File: config.mk
export PLATFORM = sky130hd
export DESIGN_NAME = nibble_serial_adder_flat
export DESIGN_NICKNAME = d
export VERILOG_FILES = /design/src/rtl/nibble_serial_adder_if.sv /design/src/rtl/nibble_serial_adder.sv /design/src/flat_wrapper.sv
export SDC_FILE = /design/constraint.sdc
export NUM_CORES = 1
export LEC_CHECK = 0
export ABC_AREA = 1
export CAP_MARGIN = 20
export CORE_UTILIZATION = 51
export DETAILED_ROUTE_END_ITERATION = 10
export PLACE_DENSITY = 0.79
export SLEW_MARGIN = 10
export SYNTH_ARGS = -nofsm -noshare
export SYNTH_HDL_FRONTEND = slang
export SYNTH_SLANG_ARGS = --single-unit
File: constraint.sdc
create_clock -name clk -period 3.8 [get_ports clk]
set_clock_uncertainty 0.05 [all_clocks]
set_input_delay 0.76 -clock clk [delete_from_list [all_inputs] [get_ports clk]]
set_output_delay 0.76 -clock clk [all_outputs]
set_load 0.05 [all_outputs]
File: src/rtl/nibble_serial_adder_if.sv
// +-----------------------------------------------------------------------------+
// | Module      : nibble_serial_adder_if                                        |
// | Description : Operand/result handshake bundle for the nibble-serial adder.  |
// | Revision    : 1.0 - initial release                                         |
// +-----------------------------------------------------------------------------+
`default_nettype none

interface nibble_serial_adder_if #(
  parameter int WIDTH = 16
);
  logic             in_valid;
  logic             in_ready;
  logic [WIDTH-1:0] a;
  logic [WIDTH-1:0] b;
  logic             cin;
  logic             out_valid;
  logic             out_ready;
  logic [WIDTH-1:0] sum;
  logic             cout;
  logic             ovf;
  logic             busy;

  modport master (
    output in_valid, a, b, cin, out_ready,
    input  in_ready, out_valid, sum, cout, ovf, busy
  );

  modport slave (
    input  in_valid, a, b, cin, out_ready,
    output in_ready, out_valid, sum, cout, ovf, busy
  );
endinterface

`default_nettype wire

File: src/rtl/nibble_serial_adder.sv
// +-----------------------------------------------------------------------------+
// | Module      : nibble_serial_adder                                           |
// | Description : WIDTH-bit adder sequenced through one 4-bit slice, LSB first. |
// | Revision    : 1.0 - initial release                                         |
// +-----------------------------------------------------------------------------+
`default_nettype none

module nibble_serial_adder #(
  parameter int WIDTH   = 16,
  parameter int NIBBLES = WIDTH / 4
) (
  input  logic                  clk,
  input  logic                  rst_n,
  nibble_serial_adder_if.slave  bus
);

  typedef enum logic [1:0] {
    S_IDLE = 2'd0,
    S_ADD  = 2'd1,
    S_DONE = 2'd2
  } state_t;

  localparam int                 c_IDX_W = (NIBBLES > 1) ? $clog2(NIBBLES) : 1;
  localparam logic [c_IDX_W-1:0] c_LAST  = c_IDX_W'(NIBBLES - 1);

  state_t             r_state;
  logic [c_IDX_W-1:0] r_idx;
  logic               r_carry;
  logic [WIDTH-1:0]   r_a;
  logic [WIDTH-1:0]   r_b;
  logic [WIDTH-1:0]   r_sum;
  logic               r_cout;
  logic               r_ovf;

  logic [3:0]         w_na;
  logic [3:0]         w_nb;
  logic [4:0]         w_nsum;
  logic               w_c_msb;

  // The 4-bit slice: operand nibbles selected by the current index.
  always_comb begin
    w_na = '0;
    w_nb = '0;
    for (int i = 0; i < NIBBLES; i++) begin
      if (r_idx == c_IDX_W'(i)) begin
        w_na = r_a[4*i +: 4];
        w_nb = r_b[4*i +: 4];
      end
    end
    w_nsum  = {1'b0, w_na} + {1'b0, w_nb} + {4'b0000, r_carry};
    // Carry into the slice's top bit; on the last nibble this is the carry into bit WIDTH-1.
    w_c_msb = w_na[3] ^ w_nb[3] ^ w_nsum[3];
  end

  always_ff @(posedge clk or negedge rst_n) begin
    if (!rst_n) begin
      r_state <= S_IDLE;
      r_idx   <= '0;
      r_carry <= 1'b0;
      r_a     <= '0;
      r_b     <= '0;
      r_sum   <= '0;
      r_cout  <= 1'b0;
      r_ovf   <= 1'b0;
    end else begin
      case (r_state)
        S_IDLE: begin
          if (bus.in_valid) begin
            r_a     <= bus.a;
            r_b     <= bus.b;
            r_carry <= bus.cin;
            r_sum   <= '0;
            r_cout  <= 1'b0;
            r_ovf   <= 1'b0;
            r_idx   <= '0;
            r_state <= S_ADD;
          end
        end
        S_ADD: begin
          for (int i = 0; i < NIBBLES; i++) begin
            if (r_idx == c_IDX_W'(i)) begin
              r_sum[4*i +: 4] <= w_nsum[3:0];
            end
          end
          r_carry <= w_nsum[4];
          r_idx   <= r_idx + 1'b1;
          if (r_idx == c_LAST) begin
            r_cout  <= w_nsum[4];
            r_ovf   <= w_c_msb ^ w_nsum[4];
            r_state <= S_DONE;
          end
        end
        S_DONE: begin
          if (bus.out_ready) begin
            r_state <= S_IDLE;
          end
        end
        default: r_state <= S_IDLE;
      endcase
    end
  end

  assign bus.in_ready  = (r_state == S_IDLE);
  assign bus.out_valid = (r_state == S_DONE);
  assign bus.busy      = (r_state == S_ADD) || (r_state == S_DONE);
  assign bus.sum       = r_sum;
  assign bus.cout      = r_cout;
  assign bus.ovf       = r_ovf;

endmodule

`default_nettype wire

File: src/flat_wrapper.sv
// flat-port wrapper written by rule: the top's interface ports become plain ports
module nibble_serial_adder_flat 
#(
  parameter int WIDTH   = 16,
  parameter int NIBBLES = WIDTH / 4
)
  (clk, rst_n, bus_in_valid, bus_a, bus_b, bus_cin, bus_out_ready, bus_in_ready, bus_out_valid, bus_sum, bus_cout, bus_ovf, bus_busy);
  nibble_serial_adder_if #(.WIDTH(WIDTH)) bus_i ();
  input  logic clk;
  input  logic rst_n;
  input wire logic [$bits(bus_i.in_valid)-1:0] bus_in_valid;
  input wire logic [$bits(bus_i.a)-1:0] bus_a;
  input wire logic [$bits(bus_i.b)-1:0] bus_b;
  input wire logic [$bits(bus_i.cin)-1:0] bus_cin;
  input wire logic [$bits(bus_i.out_ready)-1:0] bus_out_ready;
  output wire logic [$bits(bus_i.in_ready)-1:0] bus_in_ready;
  output wire logic [$bits(bus_i.out_valid)-1:0] bus_out_valid;
  output wire logic [$bits(bus_i.sum)-1:0] bus_sum;
  output wire logic [$bits(bus_i.cout)-1:0] bus_cout;
  output wire logic [$bits(bus_i.ovf)-1:0] bus_ovf;
  output wire logic [$bits(bus_i.busy)-1:0] bus_busy;
  assign bus_i.in_valid = bus_in_valid;
  assign bus_i.a = bus_a;
  assign bus_i.b = bus_b;
  assign bus_i.cin = bus_cin;
  assign bus_i.out_ready = bus_out_ready;
  assign bus_in_ready = bus_i.in_ready;
  assign bus_out_valid = bus_i.out_valid;
  assign bus_sum = bus_i.sum;
  assign bus_cout = bus_i.cout;
  assign bus_ovf = bus_i.ovf;
  assign bus_busy = bus_i.busy;
  nibble_serial_adder #(.WIDTH(WIDTH), .NIBBLES(NIBBLES)) u_core (.clk(clk), .rst_n(rst_n), .bus(bus_i));
endmodule
# ---- Word-level counts from Yosys, hierarchy flattened
# Cells that the tools add are included.
dict set report op_classes {
  n_eq_ne 11
  addsub 3
  mux 27
  n_bitwise 3
  reduce_logical 11
}
# operator count
set op_table {}
lappend op_table {{2-to-1 mux 4 bit} 12}
lappend op_table {{one-hot mux 16 bit (2 select lines)} 1}
lappend op_table {{2-to-1 mux 16 bit} 1}
lappend op_table {{AND reduction 3 bit} 5}
lappend op_table {{2-to-1 mux 2 bit} 4}
lappend op_table {{inequality test 2 x 1 -> 1 bit, second input constant} 4}
lappend op_table {{equality test 2 bit, second input constant} 3}
lappend op_table {{one-hot mux 1 bit (2 select lines)} 3}
lappend op_table {{one-hot mux 2 bit (3 select lines)} 1}
lappend op_table {{adder 4 x 4 -> 5 bit} 1}
lappend op_table {{adder 5 x 1 -> 5 bit} 1}
lappend op_table {{equality test 2 x 1 -> 1 bit, second input constant} 2}
lappend op_table {{zero test 2 bit} 2}
lappend op_table {{2-to-1 mux 1 bit} 4}
lappend op_table {{inequality test 2 bit, second input constant} 2}
lappend op_table {{one-hot mux 2 bit (2 select lines)} 1}
lappend op_table {{AND reduction 2 bit} 2}
lappend op_table {{XOR 1 bit} 3}
lappend op_table {{adder 2 x 1 -> 2 bit, second input constant} 1}
lappend op_table {{nonzero test 2 bit} 1}
lappend op_table {{logical OR 1 bit} 1}
dict set report totals {
  out_inout_bits 21
  ff_bits 55
}

# ---- Depth between registers and ports, before layout
# Gate-level depths: netlist of run 1.
dict set report depth {
  word_depth 11
  ltp_mapped 17
  ltp_nobuf 17
}

# ---- Worst setup path after synthesis of run 1
# Ideal clock, no wire load.
dict set report synth_path {
  path_type {flip-flop to flip-flop}
  from {reg u_core.r_idx[0]}
  to {reg u_core.r_carry}
  setup_slack_ps 1185
  period_less_slack_ps 2615
  setup_ps 87
  arrival_ps 2478
  t_required_ps 3663
  stages_incl_launch_ff 17
  cell_sequence {dfrtp_1 inv_1 ha_1 inv_1 nor2_1 nand2_1 nand2_1 o21ai_0 nand2_1 o21ai_0 fa_1 fa_1 inv_1 nand3_1 nand2_1 nand2_1 a22oi_1}
}
dict set report synth_via {
  elab_chain_len 8
}
# element line
set synth_lines {}
lappend synth_lines {{start, declared} nibble_serial_adder.sv:27} ;# logic [c_IDX_W-1:0] r_idx;
lappend synth_lines {{start signal, assigned} nibble_serial_adder.sv:86} ;# r_idx <= r_idx + 1'b1;
lappend synth_lines {{zero test 2 bit} nibble_serial_adder.sv:45} ;# if (r_idx == c_IDX_W'(i)) begin
lappend synth_lines {{2-to-1 mux 4 bit (4 in series)} nibble_serial_adder.sv:45}
lappend synth_lines {{adder 4 x 4 -> 5 bit *} nibble_serial_adder.sv:50} ;# w_nsum = {1'b0, w_na} + {1'b0, w_nb} + {4'b0000, r_carry};
lappend synth_lines {{adder 5 x 1 -> 5 bit *} nibble_serial_adder.sv:50}
lappend synth_lines {{one-hot mux 1 bit (2 select lines) *} nibble_serial_adder.sv:66} ;# case (r_state)
lappend synth_lines {{end signal, assigned} nibble_serial_adder.sv:71} ;# r_carry <= bus.cin;
lappend synth_lines {{end signal, assigned} nibble_serial_adder.sv:85} ;# r_carry <= w_nsum[4];
lappend synth_lines {{end, declared} nibble_serial_adder.sv:28} ;# logic r_carry;
# Every way passes the cells marked *; elsewhere a longest branch is shown, timed or not.
# A chain may end at the register's enable or synchronous reset.

# ---- Worst setup path in the final report of run 1
# Ends and elaborated chain as after synthesis.

==> results of run 1 <==
flip-flops by register name, summed over array words and instances, names as in the netlist:
name and flops:
u_core.bus.cout 1, u_core.r_b 16, u_core.r_a 16, u_core.bus.ovf 1, u_core.r_carry 1, u_core.r_idx 2
u_core.r_state 2, u_core.bus.sum 16
metal layers:
layer,vias to the layer above,track usage
met4,0,0.06731
met1,923,0.2986
met2,72,0.3063
met3,5,0.05269
li1,998,-
met5,-,0
report_power, final:
part / switching [mW] / internal, mW
logic: 1.11 / 0.791
registers: 0.155 / 0.839
clock network: 0.203 / 0.137
total: 1.47 / 1.77
final timing paths:
| path | slack, ns | start | cells after the start | endpoint |
|---|---|---|---|---|
| hold reg to reg | 0.44 | u_core.bus.sum[15] | 2 | u_core.bus.sum[15] |
| hold / removal | 0.34 | rst_n | 1 | u_core.r_state[0] |
| setup / recovery | 0.77 | u_core.r_idx[0] | 14 | u_core.r_carry |
| setup reg to reg | 0.77 | u_core.r_idx[0] | 14 | u_core.r_carry |
| min in group clk | 0.44 | u_core.bus.sum[15] | 2 | u_core.bus.sum[15] |
| max in group asynchronous | 2.58 | rst_n | 2 | u_core.r_a[1] |
synth_stat cells, drive strengths merged:
cell type	instances	area, um2
nand3	7	35.03
fa	2	40.04
inv	27	103.9
nand2	67	290.3
mux2	31	454.2
dfrtp	55	1376
nor2	15	86.33
a21oi	12	60.06
ha	10	125.1
nand4	5	31.28
o22ai	1	6.260
a22oi	2	15.01
o211ai	3	27.52
buf	8	61.31
xnor2	1	8.760
o21ai	22	113.9
cells by family after synthesis:
kind of cell	count (synthesis)	share of synthesized area
and+or+nand+nor	94	0.1562
DFF	55	0.4854
AOI/OAI and AO/OA	40	0.07855
buffers and inverters	35	0.05826
muxes	31	0.1602
adders and majority gates	12	0.05825
xor gates and xnor gates	1	0.003090
final cells by class:
class / instances / area (um2) / area share
Clock buffer: 5 / 68.82 / 0.01948
Sequential cell: 55 / 1376 / 0.3897
Tap cell: 70 / 87.58 / 0.02480
Multi-Input combinational cell: 178 / 1294 / 0.3663
Timing Repair Buffer: 58 / 573.1 / 0.1622
Clock inverter: 3 / 28.78 / 0.008147
Inverter: 27 / 103.9 / 0.02940
critical path: cells and delay by family, from the launching register on:
kind / cells / cell delay, ns
compound gates: 3 / 0.35
fa+ha+maj: 3 / 1.22
buf+inv: 1 / 0.07
flops: 1 / 0.44
simple gates: 7 / 0.81
==> impl_metrics.json, run 1 <==
{
  "outcome": "complete, no violations",
  "hold_ws_ns": 0.3447,
  "area_delta_synth_final_pct": 24.58,
  "finalSetupViolations": 0,
  "first_global_vias": 1945,
  "tightest_slew_ns": 0.5807,
  "cap_violations": 0,
  "fp.dieW_um": 76.56,
  "hold_class": "primary input to async pin",
  "hpwlAfterDp_um": 4045,
  "cp_slowest_cell": "dfrtp_1",
  "max_stage_delay_ns": 0.44,
  "path_clk_slew_ns": 0.11,
  "drive_gt1_frac": 0.1748,
  "num_vias": 1998,
  "crit_fanout": 12,
  "cts_hold_buf": 0,
  "syn_area_um2": 2835,
  "ios": 58,
  "wl_per_cell_um": 13.34,
  "ys_seq_area_frac": 0.4854,
  "clock-root-buffer": "clkbuf_8",
  "dr.pass1.iters": 5,
  "cpMostUsedCell": "nand2_1",
  "ys_warn_count": 0,
  "num-nets-final": 374,
  "postSynthCellCount": 268,
  "syn-num-nets": 317,
  "met1Wirelength_um": 2505,
  "crit_required_ns": 3.99,
  "place_area_um2": 3435,
  "route.top_layer_used": "met4",
  "power.total_mw": 3.233,
  "clock_latency_ns": 0.32,
  "wl_met2_um": 2466,
  "hold_viol": 0,
  "syn_avg_cell_area_um2": 10.58,
  "antenna_found_initial": 0,
  "arrival_ns": 3.22,
  "ant_nets": 0,
  "ys_types": 27,
  "numCtsBuffers": 5,
  "globalplace.congestion": 0.8662,
  "cts_max_level": 2,
  "final_max_slew_viol_count": 0,
  "route.detailed.drc": 0,
  "grt_usage": 0.2075,
  "route.met3.wl_um": 258,
  "synth_seq_cells": 55,
  "worst_ir_drop_vdd_mv": 0.6975,
  "relSlewSlack": 0.6129,
  "stdcell_count": 396,
  "final_cell_mix": "nand2_1, clkdlybuf4s50_1, dfrtp_1",
  "fmax_mhz": 330.0,
  "diodes": 0,
  "crit_path_start_kind": "flop",
  "pre_cts_slack_ns": 0.7846,
  "power_density_nw_per_um2": 915.3,
  "cts_resized": 0,
  "post-route-util": 0.6744,
  "clock-sinks": 55,
  "place_inst": 388,
  "clockBufferDepth": 2,
  "final_area_um2": 3532,
  "row_count": 26,
  "fin_ws_ns": 0.7694,
  "endpoint_kind": "flop",
  "grt_max_degree": 34,
  "final.setup.tns_ns": 0,
  "die_h_um": 76.56,
  "coreArea_um2": 5238,
  "drtIter0Drc": 73,
  "dieArea_um2": 5861,
  "cts_setup_buffers": 0,
  "wirelength_um": 5282,
  "io_buffers": 57,
  "fillCellCount": 427,
  "grt-ovfl-total": 0,
  "timing.final.crit_period_ns": 3.031,
  "rsz0062_at_grt": "false",
  "grt_first_pass_wirelength_um": 9439,
  "cts_tree": "yes",
  "final_common_cell": "nand2_1",
  "cp_cell_sequence": "ha_1, nor2_1, nand2_1, nand2_1, o21ai_0, nand2_1, o21ai_0, fa_1, fa_1, inv_1, nand3_1, nand2_1, nand2_1, a22oi_1",
  "critPathKind": "flop to flop",
  "p_leak_nw": 1.721,
  "vias_per_cell": 5.045,
  "fin_crit_sh": 0.7975,
  "start_util": 0.5413
}
Note: power is estimated with default switching activity, not from simulation.
==> inputs of run 2 (changes only) <==
==> constraint.sdc (replaced) <==
create_clock -name clk -period 3.2 [get_ports clk]
set_clock_uncertainty 0.05 [all_clocks]
set_input_delay 0.64 -clock clk [delete_from_list [all_inputs] [get_ports clk]]
set_output_delay 0.64 -clock clk [all_outputs]
set_load 0.05 [all_outputs]
==> run 2 against run 1 <==
Sequential share of layout area is essentially flat. Global-route usage shrank 0.15 points. Critical path depth unchanged. Flip-flop and latch count stayed put. Worst hold slack got worse by 0.068 ns. Combinational power increased by 20%. Non-clock buffer count grew 1. Cell count is 0.25% higher. Sequential power grew 19%. Routed wire length grew 0.85%. Via count shrank 0.50%. Utilization rose by 0.072 points.
==> impl_metrics.json, run 2 (same netlist as run 1, synthesis figures left out) <==
{
  "outcome": "complete, no violations",
  "worstRegToRegCells": 14,
  "numCtsBuffers": 5,
  "path_clk_slew_ns": 0.10,
  "diodes": 0,
  "finalSetupViolations": 0,
  "fillCellCount": 415,
  "row_count": 26,
  "rr_endpoint": "u_core.bus.sum[6]",
  "first_global_vias": 1990,
  "start_util": 0.5413,
  "r2r_setup_slack_ns": 0.29,
  "grt_max_degree": 34,
  "crit_required_ns": 3.39,
  "pre_cts_slack_ns": 0.2353,
  "stdcell_count": 397,
  "wl_per_cell_um": 13.42,
  "clock-root-buffer": "clkbuf_8",
  "area_delta_synth_final_pct": 24.71,
  "cts_tree": "yes",
  "fp.dieW_um": 76.56,
  "globalplace.congestion": 0.8580,
  "endpoint_kind": "flop",
  "ios": 58,
  "ant_nets": 0,
  "arrival_ns": 3.10,
  "clock_latency_ns": 0.32,
  "io_buffers": 57,
  "drtIter0Drc": 99,
  "crit_fanout": 6,
  "ff_latch_area_um2": 1376,
  "grt-ovfl-total": 0,
  "fin_crit_sh": 0.9096,
  "fin_ws_ns": 0.2894,
  "route.detailed.drc": 0,
  "fmax_mhz": 343.6,
  "cts_max_level": 2,
  "critPathKind": "flop to flop",
  "coreArea_um2": 5238,
  "clock-sinks": 55,
  "grt_first_pass_wirelength_um": 9501,
  "final_max_slew_viol_count": 0,
  "num_vias": 1988,
  "wirelength_um": 5327,
  "drive_gt1_frac": 0.1804,
  "final_cell_mix": "nand2_1, clkdlybuf4s50_1, dfrtp_1",
  "power_density_nw_per_um2": 1090,
  "vias_per_cell": 5.008,
  "grt_usage": 0.2060,
  "timing.final.crit_period_ns": 2.911,
  "hold_class": "primary input to async pin",
  "final_area_um2": 3536,
  "clockBufferDepth": 2,
  "die_h_um": 76.56,
  "place_inst": 389,
  "num-nets-final": 375,
  "relSlewSlack": 0.5829,
  "multi_input_area_um2": 1296,
  "cts_hold_buf": 0,
  "cts_resized": 0,
  "r2r_start": "u_core.r_idx[0]",
  "post-route-util": 0.6751,
  "place_area_um2": 3442,
  "p_leak_nw": 1.725,
  "cap_violations": 0,
  "cts_setup_buffers": 0,
  "final_common_cell": "nand2_1",
  "tightest_slew_ns": 0.6256,
  "dieArea_um2": 5861,
  "worst_ir_drop_vdd_mv": 0.5972,
  "hpwlAfterDp_um": 4022,
  "crit_path_start_kind": "flop",
  "dr.pass1.iters": 4,
  "antenna_found_initial": 0,
  "hold_viol": 0
}
==> run 2: changes by cell type in the layout (fill, tap and decap cells not counted), sizes merged <==
cell	previous run	this run
buf	2	3
==> run 2: cell type report <==
cell class / instances / share of cell area
inverters: 27 / 0.02937
multi-input cells: 178 / 0.3666
well taps: 70 / 0.02477
flip-flops and latches: 55 / 0.3892
clock inverters: 3 / 0.006369
repair buffers: 59 / 0.1642
clock buffers: 5 / 0.01946
==> run 2: layer usage <==
layer / wire length [um] / track usage / vias up
met1: 2479 / 0.2850 / 907
met3: 282 / 0.04671 / 9
met4: 75 / 0.06154 / 0
met5: 0 / 0 / -
li1: - / - / 999
met2: 2489 / 0.3234 / 73
==> run 2: stage by stage <==
| step | total power, mW | hold slack (ns) | setup TNS [ns] |
|---|---|---|---|
| detailed placement | 3.472 | 0.4159 | 0 |
| CTS | 3.870 | 0.2964 | 0 |
| global placement | 3.396 | 0.4141 | 0 |
| floorplan | 2.936 | 0.2944 | 0 |
| global route | 4.196 | 0.3190 | -0.05551 |
| finish | 3.855 | 0.2766 | 0 |
==> run 2: worst max-delay path, stage by stage, from the launching register on <==
cell     delay [ns]
dfrtp_1        0.43
inv_1          0.10
ha_1           0.23
inv_1          0.08
nor2_2         0.21
nand2_1        0.08
nand2_1        0.06
o21ai_0        0.07
nand2_1        0.06
o21ai_0        0.10
fa_1           0.44
fa_1           0.43
xnor2_1        0.18
nand2_1        0.12
o21ai_0        0.20
==> run 2: where the power goes <==
| part | leakage, nW | internal, mW | switching, mW |
|---|---|---|---|
| sequential | 0.680 | 0.997 | 0.184 |
| clock | 0.0485 | 0.157 | 0.233 |
| combinational | 0.996 | 0.953 | 1.33 |
| total | 1.72 | 2.11 | 1.75 |
==> run 2: worst max-delay path by stage <==
| stage | start | cells after the start | end |
|---|---|---|---|
| final | u_core.r_idx[0] | 14 | u_core.bus.sum[6] |
| after global routing | u_core.r_idx[0] | 14 | u_core.bus.sum[6] |
| after CTS | u_core.r_idx[0] | 14 | u_core.bus.sum[2] |
| after detailed placement | u_core.r_idx[0] | 14 | u_core.bus.sum[2] |
| after global placement | u_core.r_idx[0] | 16 | u_core.r_carry |
| after floorplan | u_core.r_idx[0] | 16 | u_core.r_carry |
